### src/rtl/mux_scan_sampler_pkg.sv
// Shared definitions for the mux scan sampler: channel count, select width,
// settle-counter sizing and the controller state encoding.
package mux_scan_sampler_pkg;

  localparam int NUM_CH            = 4;
  localparam int CH_W              = 2;
  localparam int SETTLE_CYCLES_DEF = 2;
  // Settle counter width; holds values up to 15 (the largest legal settle time).
  localparam int CNT_W             = 4;

  typedef enum logic [1:0] {
    IDLE   = 2'd0,
    SETTLE = 2'd1,
    HOLD   = 2'd2
  } state_t;

endpackage

### src/rtl/mux_scan_sampler_next_ch.sv
// next_ch_find: picks the next enabled channel from a 4-bit mask.
// With first=1 it returns the lowest set bit. With first=0 it returns the
// lowest set bit strictly above cur, which gives an ascending scan that
// never wraps back to a lower channel.
module next_ch_find
  import mux_scan_sampler_pkg::*;
(
  input  logic [NUM_CH-1:0] mask,
  input  logic [CH_W-1:0]   cur,
  input  logic              first,
  output logic [CH_W-1:0]   next_ch,
  output logic              found
);

  // Walk from the top down so that the lowest qualifying channel wins.
  always_comb begin
    found   = 1'b0;
    next_ch = '0;
    for (int i = NUM_CH - 1; i >= 0; i--) begin
      if (mask[i] && (first || (i > int'(cur)))) begin
        found   = 1'b1;
        next_ch = CH_W'(i);
      end
    end
  end

endmodule

### src/rtl/mux_scan_sampler.sv
// mux_scan_sampler: steps an external 4:1 mux through the enabled channels,
// waits for the mux output to settle, captures it, and hands each word to a
// valid/ready consumer. The block contains no mux datapath of its own; it only
// drives sel and samples mux_o.
//
//   state  | meaning
//   -------+-----------------------------------------------------------
//   IDLE   | waiting for start; sel parked at 0
//   SETTLE | sel held on the current channel for SETTLE_CYCLES cycles
//   HOLD   | captured word presented on sample with out_valid high
module mux_scan_sampler
  import mux_scan_sampler_pkg::*;
#(
  parameter int SETTLE_CYCLES = SETTLE_CYCLES_DEF,
  parameter int WIDTH         = 16
) (
  input  logic              clk,
  input  logic              rst_n,
  input  logic              start,
  input  logic [NUM_CH-1:0] ch_mask,
  input  logic [WIDTH-1:0]  mux_o,
  output logic [CH_W-1:0]   sel,
  output logic [WIDTH-1:0]  sample,
  output logic [CH_W-1:0]   sample_ch,
  output logic              out_valid,
  input  logic              out_ready,
  output logic              busy,
  output logic              done
);

  localparam logic [CNT_W-1:0] SETTLE_LAST = CNT_W'(SETTLE_CYCLES - 1);

  state_t              state_q, state_d;
  logic [NUM_CH-1:0]   mask_q, mask_d;
  logic [CNT_W-1:0]    cnt_q, cnt_d;
  logic [CH_W-1:0]     sel_q, sel_d;
  logic [WIDTH-1:0]    sample_q, sample_d;
  logic [CH_W-1:0]     sample_ch_q, sample_ch_d;
  logic                out_valid_q, out_valid_d;
  logic                done_q, done_d;

  logic [NUM_CH-1:0]   find_mask;
  logic                find_first;
  logic [CH_W-1:0]     find_ch;
  logic                find_ok;

  logic                handshake;

  // One channel finder is shared: in IDLE it looks at the live ch_mask for the
  // first channel, in HOLD it looks at the latched mask for the next one.
  next_ch_find u_next_ch_find (
    .mask    (find_mask),
    .cur     (sel_q),
    .first   (find_first),
    .next_ch (find_ch),
    .found   (find_ok)
  );

  assign handshake = out_valid_q && out_ready;

  // State register.
  always_ff @(posedge clk) begin
    if (!rst_n) begin
      state_q <= IDLE;
    end else begin
      state_q <= state_d;
    end
  end

  // Next-state and datapath-update decode.
  always_comb begin
    state_d     = state_q;
    mask_d      = mask_q;
    cnt_d       = cnt_q;
    sel_d       = sel_q;
    sample_d    = sample_q;
    sample_ch_d = sample_ch_q;
    out_valid_d = out_valid_q;
    done_d      = 1'b0;
    find_mask   = mask_q;
    find_first  = 1'b0;

    case (state_q)
      IDLE: begin
        find_mask  = ch_mask;
        find_first = 1'b1;
        if (start) begin
          if (find_ok) begin
            mask_d  = ch_mask;
            sel_d   = find_ch;
            cnt_d   = '0;
            state_d = SETTLE;
          end else begin
            // Empty mask: nothing to scan, report completion immediately.
            done_d = 1'b1;
          end
        end
      end

      SETTLE: begin
        if (cnt_q == SETTLE_LAST) begin
          sample_d    = mux_o;
          sample_ch_d = sel_q;
          out_valid_d = 1'b1;
          state_d     = HOLD;
        end else begin
          cnt_d = cnt_q + CNT_W'(1);
        end
      end

      HOLD: begin
        if (handshake) begin
          out_valid_d = 1'b0;
          if (find_ok) begin
            sel_d   = find_ch;
            cnt_d   = '0;
            state_d = SETTLE;
          end else begin
            sel_d   = '0;
            done_d  = 1'b1;
            state_d = IDLE;
          end
        end
      end

      default: begin
        state_d     = IDLE;
        sel_d       = '0;
        out_valid_d = 1'b0;
      end
    endcase
  end

  // Datapath registers; reset discards any pending sample and suppresses done.
  always_ff @(posedge clk) begin
    if (!rst_n) begin
      mask_q      <= '0;
      cnt_q       <= '0;
      sel_q       <= '0;
      sample_q    <= '0;
      sample_ch_q <= '0;
      out_valid_q <= 1'b0;
      done_q      <= 1'b0;
    end else begin
      mask_q      <= mask_d;
      cnt_q       <= cnt_d;
      sel_q       <= sel_d;
      sample_q    <= sample_d;
      sample_ch_q <= sample_ch_d;
      out_valid_q <= out_valid_d;
      done_q      <= done_d;
    end
  end

  assign sel       = sel_q;
  assign sample    = sample_q;
  assign sample_ch = sample_ch_q;
  assign out_valid = out_valid_q;
  assign done      = done_q;
  assign busy      = (state_q != IDLE);

endmodule
### config.mk
export PLATFORM = sky130hd
export DESIGN_NAME = mux_scan_sampler
export DESIGN_NICKNAME = d
export VERILOG_FILES = /design/src/rtl/mux_scan_sampler_pkg.sv /design/src/rtl/mux_scan_sampler_next_ch.sv /design/src/rtl/mux_scan_sampler.sv
export SDC_FILE = /design/constraint.sdc
export NUM_CORES = 1
export LEC_CHECK = 0
export CORE_MARGIN = 2
export CORE_UTILIZATION = 45
export DETAILED_ROUTE_END_ITERATION = 8
export PLACE_DENSITY_LB_ADDON = 0.08
export RECOVER_POWER = 50
export SYNTH_ARGS = -nofsm -noshare
export SYNTH_HDL_FRONTEND = slang
export SYNTH_SLANG_ARGS = --single-unit
### constraint.sdc
create_clock -name clk -period 3.8 [get_ports clk]
set_input_delay 0.76 -clock clk [delete_from_list [all_inputs] [get_ports clk]]
set_output_delay 0.76 -clock clk [all_outputs]
set_load 0.03 [all_outputs]
==> results.sh <==
export IMPL_syn_nets=202
export IMPL_vdd_ir_drop_worst_mv=0.2306
export IMPL_crit_path_end_kind="output pin"
export IMPL_setup_ws_ps=1207
export IMPL_rows=20
export IMPL_place_worst_setup_slack_ps=1318
export IMPL_rsz0062_at_grt="false"
export IMPL_synth_cells=176
export IMPL_powerDensity_nw_per_um2=414.3
export IMPL_fin_tns_setup_ps=0
export IMPL_drtIter0Drc=73
export IMPL_whs_path_depth=2
export IMPL_crit_type="flip-flop to output pin"
export IMPL_die_area_um2=3809
export IMPL_vias=1382
export IMPL_ant_nets=0
export IMPL_placed_cell_area_um2=1967
export IMPL_clock_root_buffer="clkbuf_4"
export IMPL_synth_edff_count=0
export IMPL_die_h_um=61.72
export IMPL_hold_violations=0
export IMPL_start_util_pct=48.31
export IMPL_crit_fanout=12
export IMPL_hold_class="flip-flop to flip-flop"
export IMPL_critPathLaunchType="flip-flop"
export IMPL_use_met1_pct=22.51
export IMPL_cap_violations=0
export IMPL_cts_max_path_buffers=2
export IMPL_ys_types=44
export IMPL_cts_tree="built"
export IMPL_avgSynthCellArea_um2=8.517
export IMPL_fp_dieW_um=61.72
export IMPL_routedWlPerCell_um=12.49
export IMPL_final_nets=246
export IMPL_cts_hold_buf=0
export IMPL_postCtsSetupBuffers=0
export IMPL_antenna_found_initial=0
export IMPL_skew_ps=6.198
export IMPL_grt_pass1_wl_um=5140
export IMPL_gr_max_usage_layer="met2"
export IMPL_synth_flop_cell="dfxtp_1"
export IMPL_ioPinCount=47
export IMPL_antenna_cells=0
export IMPL_hpwl_um=2343
export IMPL_max_freq_mhz=385.7
export IMPL_arrival_ps=1830
export IMPL_coreArea_um2=3103
export IMPL_cts_htree_levels=2
export IMPL_grt_use_met2_pct=30.83
export IMPL_relSlewSlack_pct=38.75
export IMPL_clock_latency_ps=330
export IMPL_vias_per_cell=5.235
export IMPL_grt_max_degree=33
export IMPL_synth_seq_cells=31
export IMPL_fin_area_um2=2012
export IMPL_synthesis_area_um2=1499
export IMPL_power_uw=833.6
export IMPL_regArea_um2=620.6
export IMPL_grt_usage_pct=18.36
export IMPL_setup_viol=0
export IMPL_routed_wirelength_um=3297
export IMPL_io_buffers=46
export IMPL_cts_sinks=31
export IMPL_areaGrowthSynthToFinish_pct=34.22
export IMPL_async_reset_ff_share_pct=0
export IMPL_cts_made_buffers=5
export IMPL_leakage_nw=0.6989
export IMPL_status="complete, no violations"
export IMPL_gr_total_overflow=0
export IMPL_fillers=313
export IMPL_seq_area_frac_synth_pct=41.40
export IMPL_stdcell_count=264
export IMPL_post_route_drc_count=0
export IMPL_grt_pass1_vias=1187
export IMPL_multi_input_area_um2=793.3
export IMPL_drt_first_pass_iters=4
export IMPL_period_share_pct=68.23
export IMPL_gr_usage_met3_pct=4.141
export IMPL_worstPathRequired_ps=3040
export IMPL_ctsResizeCount=0
export IMPL_ff2ff_path_depth=5
export IMPL_cts_clk_slew_worst_paths_ps=90
export IMPL_place_congestion=0.8576
export IMPL_layout_drive_gt1_share_pct=5.455
export IMPL_dpl_cell_count=257
export IMPL_period_minus_slack_ps=2593
export IMPL_worst_slew_pin_slew_ps=915.7
export IMPL_yosysWarnings=0
export IMPL_drv_slew=0
==> area by class of cell <==
class / count / area share [%]
Timing Repair Buffer: 47 / 23.26
Tap cell: 44 / 2.736
Sequential cell: 31 / 30.85
Clock inverter: 1 / 0.2488
Clock buffer: 6 / 2.550
Multi-Input combinational cell: 130 / 39.43
Inverter: 5 / 0.9328
==> through the flow <==
stage	utilization, %	hold slack (ps)
floorplan	-	474.2
global placement	63.39	438.8
detailed placement	63.39	443.8
CTS	65.20	457.1
global route	64.84	471.6
finish	64.84	456.1
==> where the power goes <==
part | leakage (nW) | switching (mW) | internal, mW
clock | 0.0341 | 0.108 | 0.0856
combinational | 0.413 | 0.143 | 0.116
sequential | 0.251 | 0.0299 | 0.351
==> sequential cells by signal, indices dropped and copies added (netlist names) <==
signal	count
done	1
cnt_q	4
out_valid	1
sample_ch	2
mask_q	3
sample	16
sel	2
state_q	2
==> critical path, stage by stage (launching register included) <==
cell and delay (ps):
dfxtp_1 590, nor2_4 100, inv_2 130, clkdlybuf4s50_1 680
==> per-layer routing <==
metal	up-vias	share of wire, %
met2	44	47
met4	0	1.2
met5	-	0
met1	632	45
li1	701	-
met3	5	6.7
==> Yosys cell counts (3+ instances only) <==
| cell type | count | area (um2) |
|---|---|---|
| nor2b_1 | 6 | 37.54 |
| nor3b_1 | 3 | 22.52 |
| nand3_1 | 5 | 25.02 |
| and3_1 | 3 | 18.77 |
| buf_2 | 5 | 25.02 |
| nand2_1 | 40 | 150.1 |
| a31oi_1 | 4 | 25.02 |
| clkbuf_1 | 3 | 11.26 |
| a21boi_1 | 18 | 135.1 |
| inv_1 | 4 | 15.01 |
| dfxtp_1 | 31 | 620.6 |
| a21oi_1 | 5 | 25.02 |
| nand2b_1 | 4 | 25.02 |
| o21ai_0 | 5 | 25.02 |
| mux2i_1 | 3 | 30.03 |
| nor2_1 | 5 | 18.77 |
==> layout by cell type (no fill, tap or decap), drive strengths merged <==
cell type	n
inv	5
dfxtp	31
ha	2
buf	1
nand3	5
nor3	2
a31oi	4
a21oi	5
a311oi	1
o21a	2
o32ai	1
nor2	6
o22a	1
a22o	1
nor2b	6
a311o	1
clkinv	1
o211a	1
clkbuf	6
or3b	1
nand2	41
and3	4
a21boi	19
mux2i	4
a211oi	1
nor4b	2
o22ai	1
a32o	1
o31ai	1
dlygate4sd3	3
nor3b	3
nand4	1
o211ai	2
o21ai	5
nand2b	4
or4	1
clkdlybuf4s50	43
and2	1
==> cell families (layout without fill, tap and decap cells) <==
group                      Yosys count  count (layout)  share of synthesized area (%)
and+or+nand+nor                     77              77                          26.21
AOI/OAI and AO/OA                   47              47                          22.29
DFF                                 31              31                          41.40
buffers and inverters               15              59                          4.924
muxes                                4               4                          3.506
adders and majority gates            2               2                          1.669
==> worst paths after layout <==
path	start	endpoint	slack (ps)
worst min-delay path	sample[15]	sample[15]	460
worst max-delay path	state_q[1]	busy	1210
worst max register to register	cnt_q[0]	sample[13]	1730
worst min register to register	sample[15]	sample[15]	460
Note: power is estimated with default switching activity, not from simulation.
